File: config.mk
export PLATFORM = sky130hd
export DESIGN_NAME = parking_slot_manager_flat
export DESIGN_NICKNAME = d
export VERILOG_FILES = /design/src/rtl/parking_slot_manager_if.sv /design/src/rtl/parking_slot_manager.sv /design/src/flat_wrapper.sv
export SDC_FILE = /design/constraint.sdc
export NUM_CORES = 1
export LEC_CHECK = 0
export BUFFER_PORTS_ARGS = -buffer_cell sky130_fd_sc_hd__buf_2
export CELL_PAD_IN_SITES_DETAIL_PLACEMENT = 2
export CELL_PAD_IN_SITES_GLOBAL_PLACEMENT = 2
export CORE_AREA = 2 2 76 78
export CTS_BUF_LIST = sky130_fd_sc_hd__clkbuf_16
export DETAILED_ROUTE_END_ITERATION = 10
export DIE_AREA = 0 0 78 80
export PLACE_DENSITY_LB_ADDON = 0.12
export SLEW_MARGIN = 20
export SYNTH_ARGS = -nofsm -noshare
export SYNTH_HDL_FRONTEND = slang
export SYNTH_SLANG_ARGS = --single-unit
export TNS_END_PERCENT = 5
File: constraint.sdc
create_clock -name clk -period 12.2 [get_ports clk]
set_input_delay 1.22 -clock clk [delete_from_list [all_inputs] [get_ports clk]]
set_output_delay 1.22 -clock clk [all_outputs]
set_load 0.01 [all_outputs]
File: src/rtl/parking_slot_manager_if.sv
// Gate/sensor front-end <-> parking slot manager bundle.
//   master : front-end side, drives the requests, observes responses and lot status
//   slave  : manager side, samples the requests, drives responses and lot status
// Signals:
//   entry_req[1:0]  level slot request per entry gate, held until ack/nack
//   exit_req        level release request, held until exit_ack/exit_err
//   exit_slot[7:0]  one-hot slot being vacated, valid with exit_req
//   entry_ack[1:0]  one-cycle grant pulse per gate
//   entry_nack[1:0] one-cycle lot-full refusal pulse per gate
//   grant_slot[7:0] one-hot granted slot, non-zero only alongside entry_ack
//   exit_ack        one-cycle release pulse
//   exit_err        one-cycle pulse for a malformed or already-free exit slot
//   occupancy[7:0]  lot bitmap, bit i set = slot i taken
//   free_count[3:0] number of free slots, 0..8
//   full / empty    occupancy all ones / all zeros
//   busy            a transaction is in progress
interface parking_slot_manager_if;
  logic [1:0] entry_req;
  logic       exit_req;
  logic [7:0] exit_slot;
  logic [1:0] entry_ack;
  logic [1:0] entry_nack;
  logic [7:0] grant_slot;
  logic       exit_ack;
  logic       exit_err;
  logic [7:0] occupancy;
  logic [3:0] free_count;
  logic       full;
  logic       empty;
  logic       busy;

  modport master (
    output entry_req,
    output exit_req,
    output exit_slot,
    input  entry_ack,
    input  entry_nack,
    input  grant_slot,
    input  exit_ack,
    input  exit_err,
    input  occupancy,
    input  free_count,
    input  full,
    input  empty,
    input  busy
  );

  modport slave (
    input  entry_req,
    input  exit_req,
    input  exit_slot,
    output entry_ack,
    output entry_nack,
    output grant_slot,
    output exit_ack,
    output exit_err,
    output occupancy,
    output free_count,
    output full,
    output empty,
    output busy
  );
endinterface

File: src/rtl/parking_slot_manager.sv
// Parking slot manager: owns the 8-slot occupancy bitmap and serialises access to it.
// Two entry gates are arbitrated round-robin and receive the lowest free slot; one exit
// gate releases a one-hot slot. Each transaction takes IDLE -> SERVE -> DONE, with the
// response pulse visible during DONE. All outputs are registered.
// Ports:
//   clk    rising-edge clock
//   reset  synchronous active-high reset, reloads INIT_OCCUPANCY
//   bus    parking_slot_manager_if.slave (requests in, responses and lot status out)
module parking_slot_manager #(
  parameter logic [7:0] INIT_OCCUPANCY = 8'h00
) (
  input logic                   clk,
  input logic                   reset,
  parking_slot_manager_if.slave bus
);

  typedef enum logic [1:0] {StIdle, StServe, StDone} state_e;
  typedef enum logic {OpEntry, OpExit} op_e;

  function automatic logic [3:0] count_free(input logic [7:0] occ);
    logic [3:0] n;
    n = '0;
    for (int i = 0; i < 8; i++) begin
      n = n + {3'b000, ~occ[i]};
    end
    return n;
  endfunction

  state_e     state_q, state_d;
  op_e        op_q, op_d;
  logic       gate_q, gate_d;
  logic [7:0] slot_q, slot_d;
  logic       last_gate_q, last_gate_d;
  logic [7:0] occ_q, occ_d;
  logic [3:0] free_q, free_d;
  logic       full_q, full_d;
  logic       empty_q, empty_d;
  logic       busy_q, busy_d;
  logic [1:0] entry_ack_q, entry_ack_d;
  logic [1:0] entry_nack_q, entry_nack_d;
  logic [7:0] grant_q, grant_d;
  logic       exit_ack_q, exit_ack_d;
  logic       exit_err_q, exit_err_d;

  logic       pick_gate;
  logic [7:0] free_slot;
  logic       slot_found;
  logic       slot_onehot;
  logic       exit_valid;

  // Single requester wins outright; on a tie the gate not served last time wins.
  assign pick_gate = (bus.entry_req == 2'b11) ? ~last_gate_q : bus.entry_req[1];

  // Lowest-index free slot as a one-hot mask, zero when the lot is full.
  always_comb begin
    free_slot  = '0;
    slot_found = 1'b0;
    for (int i = 0; i < 8; i++) begin
      if (!occ_q[i] && !slot_found) begin
        free_slot[i] = 1'b1;
        slot_found   = 1'b1;
      end
    end
  end

  assign slot_onehot = (slot_q != 8'h00) && ((slot_q & (slot_q - 8'h01)) == 8'h00);
  assign exit_valid  = slot_onehot && ((slot_q & occ_q) != 8'h00);

  // State register
  always_ff @(posedge clk) begin
    if (reset) begin
      state_q <= StIdle;
    end else begin
      state_q <= state_d;
    end
  end

  // Next-state logic
  always_comb begin
    state_d = state_q;
    unique case (state_q)
      StIdle: begin
        if (bus.exit_req || (bus.entry_req != 2'b00)) begin
          state_d = StServe;
        end
      end
      StServe: state_d = StDone;
      StDone:  state_d = StIdle;
      default: state_d = StIdle;
    endcase
  end

  // Output / datapath next values; pulses default low so DONE clears them.
  always_comb begin
    op_d         = op_q;
    gate_d       = gate_q;
    slot_d       = slot_q;
    last_gate_d  = last_gate_q;
    occ_d        = occ_q;
    entry_ack_d  = '0;
    entry_nack_d = '0;
    grant_d      = '0;
    exit_ack_d   = 1'b0;
    exit_err_d   = 1'b0;
    unique case (state_q)
      StIdle: begin
        if (bus.exit_req) begin
          op_d   = OpExit;
          slot_d = bus.exit_slot;
        end else if (bus.entry_req != 2'b00) begin
          op_d   = OpEntry;
          gate_d = pick_gate;
        end
      end
      StServe: begin
        if (op_q == OpExit) begin
          if (exit_valid) begin
            occ_d      = occ_q & ~slot_q;
            exit_ack_d = 1'b1;
          end else begin
            exit_err_d = 1'b1;
          end
        end else begin
          last_gate_d = gate_q;
          if (full_q) begin
            entry_nack_d[gate_q] = 1'b1;
          end else begin
            occ_d               = occ_q | free_slot;
            grant_d             = free_slot;
            entry_ack_d[gate_q] = 1'b1;
          end
        end
      end
      StDone: begin
      end
      default: begin
      end
    endcase
    // Status flags are derived from the same next occupancy so they never disagree.
    free_d  = count_free(occ_d);
    full_d  = (occ_d == 8'hFF);
    empty_d = (occ_d == 8'h00);
    busy_d  = (state_d != StIdle);
  end

  always_ff @(posedge clk) begin
    if (reset) begin
      op_q         <= OpEntry;
      gate_q       <= 1'b0;
      slot_q       <= '0;
      last_gate_q  <= 1'b1;
      occ_q        <= INIT_OCCUPANCY;
      free_q       <= count_free(INIT_OCCUPANCY);
      full_q       <= (INIT_OCCUPANCY == 8'hFF);
      empty_q      <= (INIT_OCCUPANCY == 8'h00);
      busy_q       <= 1'b0;
      entry_ack_q  <= '0;
      entry_nack_q <= '0;
      grant_q      <= '0;
      exit_ack_q   <= 1'b0;
      exit_err_q   <= 1'b0;
    end else begin
      op_q         <= op_d;
      gate_q       <= gate_d;
      slot_q       <= slot_d;
      last_gate_q  <= last_gate_d;
      occ_q        <= occ_d;
      free_q       <= free_d;
      full_q       <= full_d;
      empty_q      <= empty_d;
      busy_q       <= busy_d;
      entry_ack_q  <= entry_ack_d;
      entry_nack_q <= entry_nack_d;
      grant_q      <= grant_d;
      exit_ack_q   <= exit_ack_d;
      exit_err_q   <= exit_err_d;
    end
  end

  assign bus.entry_ack  = entry_ack_q;
  assign bus.entry_nack = entry_nack_q;
  assign bus.grant_slot = grant_q;
  assign bus.exit_ack   = exit_ack_q;
  assign bus.exit_err   = exit_err_q;
  assign bus.occupancy  = occ_q;
  assign bus.free_count = free_q;
  assign bus.full       = full_q;
  assign bus.empty      = empty_q;
  assign bus.busy       = busy_q;

endmodule

File: src/flat_wrapper.sv
// flat-port wrapper written by rule: the top's interface ports become plain ports
module parking_slot_manager_flat 
#(
  parameter logic [7:0] INIT_OCCUPANCY = 8'h00
)
  (clk, reset, bus_entry_req, bus_exit_req, bus_exit_slot, bus_entry_ack, bus_entry_nack, bus_grant_slot, bus_exit_ack, bus_exit_err, bus_occupancy, bus_free_count, bus_full, bus_empty, bus_busy);
  parking_slot_manager_if bus_i ();
  input logic clk;
  input logic reset;
  input wire logic [$bits(bus_i.entry_req)-1:0] bus_entry_req;
  input wire logic [$bits(bus_i.exit_req)-1:0] bus_exit_req;
  input wire logic [$bits(bus_i.exit_slot)-1:0] bus_exit_slot;
  output wire logic [$bits(bus_i.entry_ack)-1:0] bus_entry_ack;
  output wire logic [$bits(bus_i.entry_nack)-1:0] bus_entry_nack;
  output wire logic [$bits(bus_i.grant_slot)-1:0] bus_grant_slot;
  output wire logic [$bits(bus_i.exit_ack)-1:0] bus_exit_ack;
  output wire logic [$bits(bus_i.exit_err)-1:0] bus_exit_err;
  output wire logic [$bits(bus_i.occupancy)-1:0] bus_occupancy;
  output wire logic [$bits(bus_i.free_count)-1:0] bus_free_count;
  output wire logic [$bits(bus_i.full)-1:0] bus_full;
  output wire logic [$bits(bus_i.empty)-1:0] bus_empty;
  output wire logic [$bits(bus_i.busy)-1:0] bus_busy;
  assign bus_i.entry_req = bus_entry_req;
  assign bus_i.exit_req = bus_exit_req;
  assign bus_i.exit_slot = bus_exit_slot;
  assign bus_entry_ack = bus_i.entry_ack;
  assign bus_entry_nack = bus_i.entry_nack;
  assign bus_grant_slot = bus_i.grant_slot;
  assign bus_exit_ack = bus_i.exit_ack;
  assign bus_exit_err = bus_i.exit_err;
  assign bus_occupancy = bus_i.occupancy;
  assign bus_free_count = bus_i.free_count;
  assign bus_full = bus_i.full;
  assign bus_empty = bus_i.empty;
  assign bus_busy = bus_i.busy;
  parking_slot_manager #(.INIT_OCCUPANCY(INIT_OCCUPANCY)) u_core (.clk(clk), .reset(reset), .bus(bus_i));
endmodule
==> Yosys cells after proc, flatten, opt, wreduce, memory -nomap -nowiden <==
Cells that the tools add are included.
{ "word_totals": {"reg_bits": 42, "inputBits": 13, "out_inout_bits": 29, "word_cells": 112} }
{ "classes": {"add_sub_neg": 8, "magnitude_cmp": 2, "n_eq_ne": 3, "muxes": 27, "n_bitwise": 18, "reduce_logical": 39} }
{ "ops": {"columns": ["op", "n"], "rows": [
  ["$mux W8", 4],
  ["$add A4 B1 Y4", 6],
  ["$and A8 B8 Y8", 3],
  ["$mux W1", 20],
  ["$logic_not A8 Y1", 2],
  ["$reduce_bool A8 Y1", 2],
  ["$logic_not A1 Y1", 13],
  ["$not A1 Y1", 13],
  ["$logic_and A1 B1 Y1", 10],
  ["$eq A8 B8 Y1 const B", 1],
  ["$not A8 Y8", 1],
  ["$or A8 B8 Y8", 1],
  ["$reduce_or A4 Y1", 2],
  ["$sub A8 B1 Y8 const B", 1],
  ["$reduce_and A2 Y1", 3],
  ["$reduce_bool A2 Y1", 3],
  ["$pmux W2 S2", 1],
  ["$reduce_and A3 Y1", 1],
  ["$reduce_or A3 Y1", 1],
  ["$add A1 B1 Y2", 1],
  ["$eq A2 B1 Y1 const B", 1],
  ["$eq A2 B2 Y1 const B", 1],
  ["$logic_not A2 Y1", 1],
  ["$lt A1 B2 Y1 const B", 1],
  ["other kinds (4)", 4]
]} }

==> Depth between registers and ports, before layout <==
Gate-level depths: netlist (run 1).
{ "depth": {"word_depth": 33, "mapped_depth": 16, "mapped_depth_nobuf": 15} }

==> Worst setup path before layout (run 1) <==
Ideal clock, no wire load.
{ "synth_path": {"path_kind": "flip-flop to flip-flop", "from": "register u_core.slot_q[2]", "to": "register u_core.free_q[1] (netlist: u_core.bus.free_count[1])", "t_arrival_ns": 4.048, "t_required_ns": 12.133, "slack_ns": 8.086, "path_stages_with_launch": 15, "cell_sequence": "dfxtp_1 or4_4 o31a_1 o2111ai_4 nor2_1 a21o_1 ha_1 inv_1 fa_1 inv_1 fa_1 fa_1 inv_1 fa_1 nor2_1"} }
{ "synth_via": {"elab_chain_len": 16, "word_cells_on_any_way": 28} }
{ "synth_rtl": {"columns": ["element", "line_no", "rtl"], "rows": [
  ["start, declared", "parking_slot_manager.sv:32", "logic [7:0] slot_q, slot_d;"],
  ["start signal, assigned", "parking_slot_manager.sv:165", "slot_q <= slot_d;"],
  ["$sub A8 B1 Y8", "parking_slot_manager.sv:66", "assign slot_onehot = (slot_q != 8'h00) && ((slot_q & (slot_q - 8'h01)) == 8'h00);"],
  ["$and A8 B8 Y8", "parking_slot_manager.sv:66", null],
  ["$logic_not A8 Y1", "parking_slot_manager.sv:66", null],
  ["$logic_and A1 B1 Y1", "parking_slot_manager.sv:66", null],
  ["$logic_and A1 B1 Y1", "parking_slot_manager.sv:67", "assign exit_valid = slot_onehot && ((slot_q & occ_q) != 8'h00);"],
  ["$mux W8 (*)", "parking_slot_manager.sv:117", "if (exit_valid) begin"],
  ["$mux W8 (*)", "parking_slot_manager.sv:116", "if (op_q == OpExit) begin"],
  ["$mux W8 (*)", "parking_slot_manager.sv:105", "unique case (state_q)"],
  ["$not A1 Y1", "parking_slot_manager.sv:24", "n = n + {3'b000, ~occ[i]};"],
  ["$add A1 B1 Y2", "parking_slot_manager.sv:24", null],
  ["$add A4 B1 Y4 (5 in a row)", "parking_slot_manager.sv:24", null],
  ["$add A4 B1 Y4 (*)", "parking_slot_manager.sv:24", null],
  ["end signal, assigned", "parking_slot_manager.sv:153", "free_q <= count_free(INIT_OCCUPANCY);"],
  ["end signal, assigned", "parking_slot_manager.sv:168", "free_q <= free_d;"],
  ["end, declared", "parking_slot_manager.sv:35", "logic [3:0] free_q, free_d;"]
]} }
Every way passes the cells marked *; elsewhere a longest branch is shown, timed or not.
A chain may end at the register's enable or synchronous reset.

==> Worst setup path after layout (run 1) <==
Same ends and word-level chain as after synthesis.

==> out/metrics.cfg, run 1 <==
[outcome]
outcome = finished clean

[critical_path]
reg2regPathDepth = 14
required_ns = 12.42
cp_max_fo = 8
crit_type = flip-flop to flip-flop
max_stage_delay_ns = 0.59
cp.arrival_ns = 4.63
reg2reg_to = u_core.bus.free_count[1]
start_kind = flip-flop
cp_common_cell = fa_1
r2r_start = u_core.slot_q[2]
worstSetupEndpointType = flip-flop
cp_cell_sequence = or4_4, o31a_1, o2111ai_4, nor2_1, a21o_1, ha_1, inv_1, fa_1, inv_1, fa_1, fa_1, inv_1, fa_1, nor2_1
crit_slowest_cell = or4_4
r2r_slack_ns = 7.79

[floorplanning]
die_h_um = 80
pin_count = 42
start_util_pct = 33.3
fp.coreArea_um2 = 5410
rows = 27
fp.dieArea_um2 = 6240
die_w_um = 78

[min_path]
hold-path-cell-count = 1
min_from = u_core.gate_q
min_path_type = flip-flop to flip-flop
min_to = u_core.bus.entry_ack[0]

[sta]
finalHoldViolCount = 0
tightest_slew_ns = 0.876
period_minus_slack_ns = 4.41
finalClockSkew_ns = 0.00608
max_slew_margin_pct = 40.8
slew_viol_final = 0
setup_tns_ns = 0
finalCritPeriodShare_pct = 36.2
clock.fmax_mhz = 227
final-setup-viol-count = 0
rsz0062_at_grt = no

[synthesis]
yosys.area.top_type = dfxtp_1
synth.distinct_cells = 48
yosysTopAreaCellShare_pct = 46.8
postSynthAreaPerCell_um2 = 9.56
synth-seq-cells = 42
synth_warnings = 0
synth_edf_count = 0
synthesis.area_um2 = 1800
syn_inst = 188
ys.flop_type = dfxtp_1
yosys-top-cells-count = dfxtp_1, nor2_1, nand2_1
yosys-top-cells-area = dfxtp_1, fa_1, nor2_1, nand2_1, a21oi_1
yosysMostFrequentCell = dfxtp_1
syn-num-nets = 209
ys_seq_area_share_pct = 46.8
async_flop_share_pct = 0

[cts]
clock_latency_ns = 0.28
cts.reportedPaths.clkPinSlew_ns = 0.06
tritoncts = built
ctsHtreeMaxLevel = 2
numCtsBuffers = 5
hold_buffers = 0
root_buffer = clkbuf_16
cts_resized = 0
postCtsSetupRepairBufs = 0
clock_sinks = 42
clock_path_buffers = 2

[placed_design]
hpwlAfterDp_um = 3790
gp_congestion = 0.792
dp.cells = 295
portBuffers = 41

[routing]
drt_first_pass_iters = 4
postRouteAntennaNets = 0
wl_per_cell_um = 16.4
dr_total_vias = 1514
routed_wl_um = 4940
via_per_inst = 5.01
drt_iter0_drc = 59
route.detailed.drc = 0

[power_and_ir_drop]
p_total_mw = 0.318
p_leak_nw = 0.997
peakVddDrop_mv = 0.0489
power.density_nw_per_um2 = 145

[grt]
first_global_vias = 1561
grt_max_degree = 26
grt_pass1_wl_um = 8200
grt.total_usage_pct = 16.9
grt_overflow = 0
grt_antenna_before_repair = 0

[layout]
area_growth_pct = 22.0
n_antenna_cell = 0
finalNonFillerCells = 302
fill_cells = 610
drive_gt1_share_pct = 26.1
final_core_util_pct = 40.6
final_net_count = 251

[flow_run]
maxCapViolations = 0

## placed cells by master (no fill, tap or decap), types with 4 or more instances in the layout
master,n
nor3_1,4
buf_2,41
nor2_1,21
a21oi_1,13
inv_1,17
ha_1,4
nand2_1,20
clkbuf_16,5
fa_1,4
dfxtp_1,42
a22oi_1,4
## kinds of logic (layout without fill, tap and decap cells)
| logic type | Yosys count | after routing | synth area share [%] |
|---|---|---|---|
| buffers and inverters | 23 | 65 | 5.50 |
| DFF | 42 | 42 | 46.8 |
| adders and majority gates | 9 | 9 | 7.79 |
| xor gates and xnor gates | 2 | 2 | 0.974 |
| AOI/OAI and AO/OA | 39 | 39 | 16.8 |
| and+or+nand+nor | 73 | 73 | 22.1 |
## critical path, delay by kind of cell, from the launching register on
kind                     cells  cell delay (ns)
AO/OA/AOI/OAI                3             0.85
adder cells (fa/ha/maj)      5             2.11
buffers and inverters        3             0.18
flip-flops                   1             0.36
AND/OR/NAND/NOR              3             0.83
## through the flow
stage	worst slack [ns]	area [µm²]	hold slack (ns)
floorplan	8.09	1800	0.408
global placement	7.96	2060	0.445
detailed placement	7.82	2060	0.455
CTS	7.79	2190	0.473
global route	7.56	2190	0.514
finish	7.79	2190	0.466
## power by group
part | total [mW] | internal [mW] | switching [mW] | leakage (nW)
clock | 0.126 | 0.0739 | 0.0523 | 0.0694
sequential | 0.151 | 0.144 | 0.00703 | 0.343
combinational | 0.0401 | 0.0165 | 0.0237 | 0.585
total | 0.318 | 0.235 | 0.0830 | 0.997
## flip-flops by register name, summed over array words and instances, names as in the netlist, 2 cells and up
name / flops
u_core.bus.grant_slot: 8
u_core.bus.occupancy: 8
u_core.slot_q: 8
u_core.bus.free_count: 4
u_core.bus.entry_ack: 2
u_core.bus.entry_nack: 2
u_core.state_q: 2
## layer usage
metal / global-route usage [%] / share of wire (%) / wire length, µm / vias to the layer above
li1: - / - / - / 730
met1: 21.0 / 45 / 2220 / 746
met2: 29.4 / 50 / 2470 / 32
met3: 3.73 / 4.0 / 198 / 6
met4: 4.74 / 1.0 / 50 / 0
met5: 0 / 0 / 0 / -
## area by class of cell
class | instances | area (µm²) | area share [%]
clock buffers | 5 | 125 | 5.70
clock inverters | 2 | 10.0 | 0.456
inverters | 17 | 63.8 | 2.91
multi-input cells | 123 | 858 | 39.1
flip-flops and latches | 42 | 841 | 38.3
well taps | 72 | 90.1 | 4.11
repair buffers | 41 | 205 | 9.36
## worst max path at each step
stage / from / to / slack (ns) / cells after the start
3_3_place_gp: u_core.slot_q[2] / u_core.bus.free_count[1] / 7.96 / 14
6_report: u_core.slot_q[2] / u_core.bus.free_count[1] / 7.79 / 14
3_5_place_dp: u_core.slot_q[2] / u_core.bus.free_count[1] / 7.82 / 14
2_1_floorplan: u_core.slot_q[2] / u_core.bus.free_count[1] / 8.09 / 14
4_1_cts: u_core.slot_q[2] / u_core.bus.free_count[1] / 7.79 / 14
5_1_grt: u_core.slot_q[2] / u_core.bus.free_count[1] / 7.56 / 14
Power figures use the tool's default switching activity.
==> run 2, diff against run 1 <==
- CORE_AREA: 2 2 76 78 -> 2 2 78 80
- DIE_AREA: 0 0 78 80 -> 0 0 80 82
- clock period: 12.2 -> 4.5 ns (I/O delays scaled with it)
==> run 2 against run 1 <==
Worst setup slack got worse by 7.6 ns. Design area rose by 3.4%. Wire length increased by 3.7%. Die area grew 5.1%. Final cell count up 4.0%. Register-to-register slack got worse by 7.6 ns. Hold slack worse by 0.058 ns. Sequential cell count stayed put. Clock skew fell by 0.0020 ns. Global-route usage down 0.65 points. Via count rose by 4.1%. First-iteration DRC count decreased by 1.7%.
==> out/metrics.cfg, run 2 (synthesis results as in run 1) <==
[outcome]
outcome = finished clean

[power_and_ir_drop]
peakVddDrop_mv = 0.229
p_leak_nw = 1.04
power.density_nw_per_um2 = 378

[sta]
finalClockSkew_ns = 0.00405
finalHoldViolCount = 0
final-setup-viol-count = 0
finalCritPeriodShare_pct = 95.4
slew_viol_final = 0
whs_ns = 0.408
clock.fmax_mhz = 233
period_minus_slack_ns = 4.29
setup_ws_ns = 0.206
tightest_slew_ns = 0.465
max_slew_margin_pct = 68.8

[critical_path]
required_ns = 4.72
r2r_start = u_core.slot_q[2]
max_stage_delay_ns = 0.58
start_kind = flip-flop
crit_slowest_cell = or4_4
cp.arrival_ns = 4.51
reg2regPathDepth = 14
r2r_slack_ns = 0.21
worstSetupEndpointType = flip-flop
reg2reg_to = u_core.bus.free_count[1]
cp_max_fo = 6
cp_cell_sequence = or4_4, nor4_4, o2111ai_4, buf_4, buf_4, o21ai_1, inv_1, fa_1, inv_1, fa_1, fa_2, inv_1, fa_1, nor2_1
crit_type = flip-flop to flip-flop

[cts]
ctsHtreeMaxLevel = 2
clock_sinks = 42
hold_buffers = 0
root_buffer = clkbuf_16
tritoncts = built
clock_path_buffers = 2
clock_latency_ns = 0.28
numCtsBuffers = 5
cts.reportedPaths.clkPinSlew_ns = 0.06

[grt]
grt_max_degree = 26
grt_pass1_wl_um = 8070
first_global_vias = 1579
grt_antenna_before_repair = 0
grt.total_usage_pct = 16.2
grt_overflow = 0

[routing]
routed_wl_um = 5120
drt_iter0_drc = 58
dr_total_vias = 1576
drt_first_pass_iters = 2
route.detailed.drc = 0
wl_per_cell_um = 16.3
via_per_inst = 5.02
postRouteAntennaNets = 0

[placed_design]
dp.cells = 300
gp_congestion = 0.875
postPlaceCellArea_um2 = 2080
hpwlAfterDp_um = 3720
portBuffers = 41
place_worst_setup_slack_ns = 0.0984

[layout]
drive_gt1_share_pct = 29.3
stdcell_area_um2 = 2270
fill_cells = 678
n_antenna_cell = 0
finalNonFillerCells = 314
area_growth_pct = 26.1
final_net_count = 260
layout_commonest_cell = dfxtp_1
final_core_util_pct = 39.5
final_cell_mix = dfxtp_1, buf_2, nor2_1

[flow_run]
maxCapViolations = 0

[floorplanning]
die_w_um = 80
pin_count = 42
fp.dieArea_um2 = 6560
die_h_um = 82
rows = 28
start_util_pct = 31.3
fp.coreArea_um2 = 5750

[min_path]
min_from = bus_exit_slot[5]
hold-path-cell-count = 3
min_to = u_core.slot_q[5]
min_path_type = input pin to flip-flop

## run 2: how the worst max path moves through the flow
stage	startpoint	slack [ns]	to
6_report	u_core.slot_q[2]	0.21	u_core.bus.free_count[1]
5_1_grt	u_core.slot_q[2]	-0.02	u_core.bus.free_count[1]
4_1_cts	u_core.slot_q[2]	0.08	u_core.bus.free_count[1]
3_5_place_dp	u_core.slot_q[2]	0.1	u_core.bus.free_count[1]
3_3_place_gp	u_core.slot_q[2]	0.25	u_core.bus.free_count[1]
2_1_floorplan	u_core.slot_q[2]	0.39	u_core.bus.free_count[1]
## run 2: final cells by class
type | instances | area (µm²) | area share [%]
clock buffer | 5 | 125 | 5.52
clock inverter | 2 | 10.0 | 0.442
inverter | 17 | 63.8 | 2.81
multi-input combinational | 123 | 861 | 38.0
sequential | 42 | 841 | 37.1
tap | 75 | 93.8 | 4.14
timing repair buffer | 50 | 273 | 12.0
## run 2: routing by layer
metal,vias to the layer above,part of all wire [%],track usage (%)
met2,35,49,27.9
met3,8,4.1,3.74
met4,0,1.9,6.27
met1,774,45,19.7
li1,759,-,-
met5,-,0,0
## run 2: through the flow
stage          power (mW)  setup TNS (ns)
5_1_grt             0.902         -0.0193
2_1_floorplan       0.489               0
3_5_place_dp        0.529               0
6_report            0.858               0
3_3_place_gp        0.520               0
4_1_cts             0.869               0
## run 2: critical path: cells and delay by family, from the launching register on
| kind | cells | cell delay, ns |
|---|---|---|
| simple gates | 3 | 0.97 |
| flops | 1 | 0.36 |
| fa+ha+maj | 4 | 1.83 |
| buf+inv | 5 | 0.60 |
| compound gates | 2 | 0.47 |
## run 2: where the power goes
part	total, mW	switching, mW	internal (mW)	leakage, nW
logic	0.112	0.0641	0.0475	0.625
registers	0.411	0.0196	0.391	0.343
clock network	0.335	0.135	0.200	0.0694
## run 2: what timing repair did
item	CTS	global route
setup endpoints to repair	0	2
resized for setup	0	1
setup buffers	0	7
==> run 3, diff against run 2 <==
- CORE_AREA: 2 2 78 80 -> 2 2 82 84
- DIE_AREA: 0 0 80 82 -> 0 0 84 86
- SLEW_MARGIN: 20 -> 10
- clock period: 4.5 -> 3.7 ns (I/O delays scaled with it)
==> run 3 against run 2 <==
The flow now finishes with violations (setup timing). Final cell count up 4.8%. Fmax up 5.8%. Clock-buffer cell count unchanged. Combinational power up 44%. Total power up 32%. Largest cell class unchanged. Global-route usage down 0.099 points. Clock skew down 0.0013 ns. Worst setup slack worse by 0.57 ns.
==> out/metrics.cfg, run 3 (synthesis results as in run 1) <==
[outcome]
outcome = finished with violations
violations = setup timing

[floorplanning]
start_util_pct = 28.6
pin_count = 42
die_w_um = 84
die_h_um = 86
fp.dieArea_um2 = 7220
rows = 29
fp.coreArea_um2 = 6280

[cts]
root_buffer = clkbuf_16
clock_latency_ns = 0.28
ctsHtreeMaxLevel = 2
clock_sinks = 42
hold_buffers = 0
cts.reportedPaths.clkPinSlew_ns = 0.06
numCtsBuffers = 5
clock_path_buffers = 2
tritoncts = built

[critical_path]
required_ns = 3.85
cp.arrival_ns = 4.21
crit_slowest_cell = or4_4
start_kind = flip-flop
startpoint = u_core.slot_q[4]
cp_common_cell = fa_1
crit_type = flip-flop to flip-flop
cp_cell_sequence = or4_4, o31a_1, o2111ai_4, nor2_4, a21o_1, ha_4, inv_1, fa_1, inv_1, fa_1, fa_2, inv_2, fa_1, xor2_1, nor2_1
worstSetupEndpointType = flip-flop
cp_max_fo = 3
max_stage_delay_ns = 0.57
path_buf_inv = 3
path_delay_family = adder cells
r2r_start = u_core.slot_q[4]

[power_and_ir_drop]
p_sw_share_pct = 24.4
internal_power_mw = 0.858
seq_power_share_pct = 43.3
p_total_mw = 1.14
peakVddDrop_mv = 0.165
p_leak_nw = 1.11
power.density_nw_per_um2 = 471
switching_power_mw = 0.278
combPwrFrac_pct = 14.2
p_clk_share_pct = 42.5

[sta]
clock.fmax_mhz = 246
setup_ws_ns = -0.359
max_slew_margin_pct = 66.0
setup_tns_ns = -0.870
finalHoldViolCount = 0
tightest_slew_ns = 0.510
period_minus_slack_ns = 4.06
rsz0062_at_grt = yes
final-setup-viol-count = 4
finalClockSkew_ns = 0.00280
whs_ns = 0.331
slew_viol_final = 0
finalCritPeriodShare_pct = 110

[routing]
route.detailed.drc = 0
wl_per_cell_um = 16.6
postRouteAntennaNets = 0
dr_total_vias = 1616
drt_first_pass_iters = 4
routed_wl_um = 5460
drt_iter0_drc = 16
via_per_inst = 4.91

[placed_design]
dp.cells = 322
gp_congestion = 0.800
portBuffers = 41
hpwlAfterDp_um = 4180

[flow_run]
maxCapViolations = 0

[layout]
area_growth_pct = 34.2
final_cell_mix = buf_2, dfxtp_1, buf_4
drive_gt1_share_pct = 34.1
n_antenna_cell = 0
finalNonFillerCells = 329
fill_cells = 723
final_net_count = 273

[min_path]
min_from = bus_exit_slot[6]
min_path_type = input pin to flip-flop

[grt]
first_global_vias = 1766
grt.total_usage_pct = 16.1
grt_antenna_before_repair = 0
grt_pass1_wl_um = 9020
grt_max_degree = 26
grt_overflow = 0

[run 3: changes by cell type in the layout (fill, tap and decap cells not counted), sizes merged]
cell,previous run,this run
buf,50,63
bufinv,0,1
clkinv,2,1
[run 3: cell type report]
cell class | count | area (µm²) | share of cell area (%)
sequential | 42 | 842 | 34.9
clock inverter | 2 | 33.8 | 1.40
multi-input combinational | 123 | 881 | 36.5
tap | 77 | 96.3 | 3.99
inverter | 17 | 63.8 | 2.65
clock buffer | 5 | 125 | 5.19
timing repair buffer | 63 | 370 | 15.4
[run 3: worst register-to-register path, stage by stage, from the launching register on]
cell       delay (ns)
dfxtp_1          0.31
or4_4            0.57
o31a_1           0.29
o2111ai_4        0.22
nor2_4           0.05
a21o_1           0.21
ha_4             0.28
inv_1            0.05
fa_1             0.50
inv_1            0.06
fa_1             0.54
fa_2             0.23
inv_2            0.04
fa_1             0.37
xor2_1           0.15
nor2_1           0.07
[run 3: what timing repair did]
| item | in CTS | in global routing |
|---|---|---|
| setup buffers | 0 | 0 |
| pin swaps | 6 | 0 |
| endpoints found under the hold margin | 0 | 0 |
| endpoints found under the setup margin | 4 | 4 |
| gates resized for setup | 0 | 2 |
[run 3: final timing paths]
check,to,cells past startpoint,slack [ns]
max reg2reg,u_core.bus.free_count[2],15,-0.36
min reg2reg,u_core.bus.entry_ack[0],1,0.47
max,u_core.bus.free_count[2],15,-0.36
min,u_core.slot_q[6],3,0.33
[run 3: power by group through the flow]
stage / Combinational (mW) / Clock [mW] / Sequential, mW
after CTS: 0.162 / 0.498 / 0.492
after floorplan: 0.0884 / 0 / 0.507
after global placement: 0.150 / 0 / 0.500
final: 0.161 / 0.483 / 0.492
after detailed placement: 0.159 / 0 / 0.502
after global routing: 0.181 / 0.512 / 0.495
[run 3: metrics by stage]
stage,worst slack [ns],area [µm²],utilization (%)
final,-0.359,2410,38.4
after global routing,-0.542,2410,38.4
after CTS,-0.396,2390,38.2
after detailed placement,-0.429,2240,35.6
after global placement,-0.279,2240,35.6
after floorplan,-0.337,1800,-
[run 3: layer usage]
| metal | vias to the layer above | GRT usage, % | share of wire (%) |
|---|---|---|---|
| met5 | - | 0 | 0 |
| met4 | 0 | 5.72 | 1.4 |
| met3 | 5 | 2.89 | 3.5 |
| met2 | 34 | 29.2 | 51 |
| met1 | 798 | 19.2 | 44 |
| li1 | 779 | - | - |
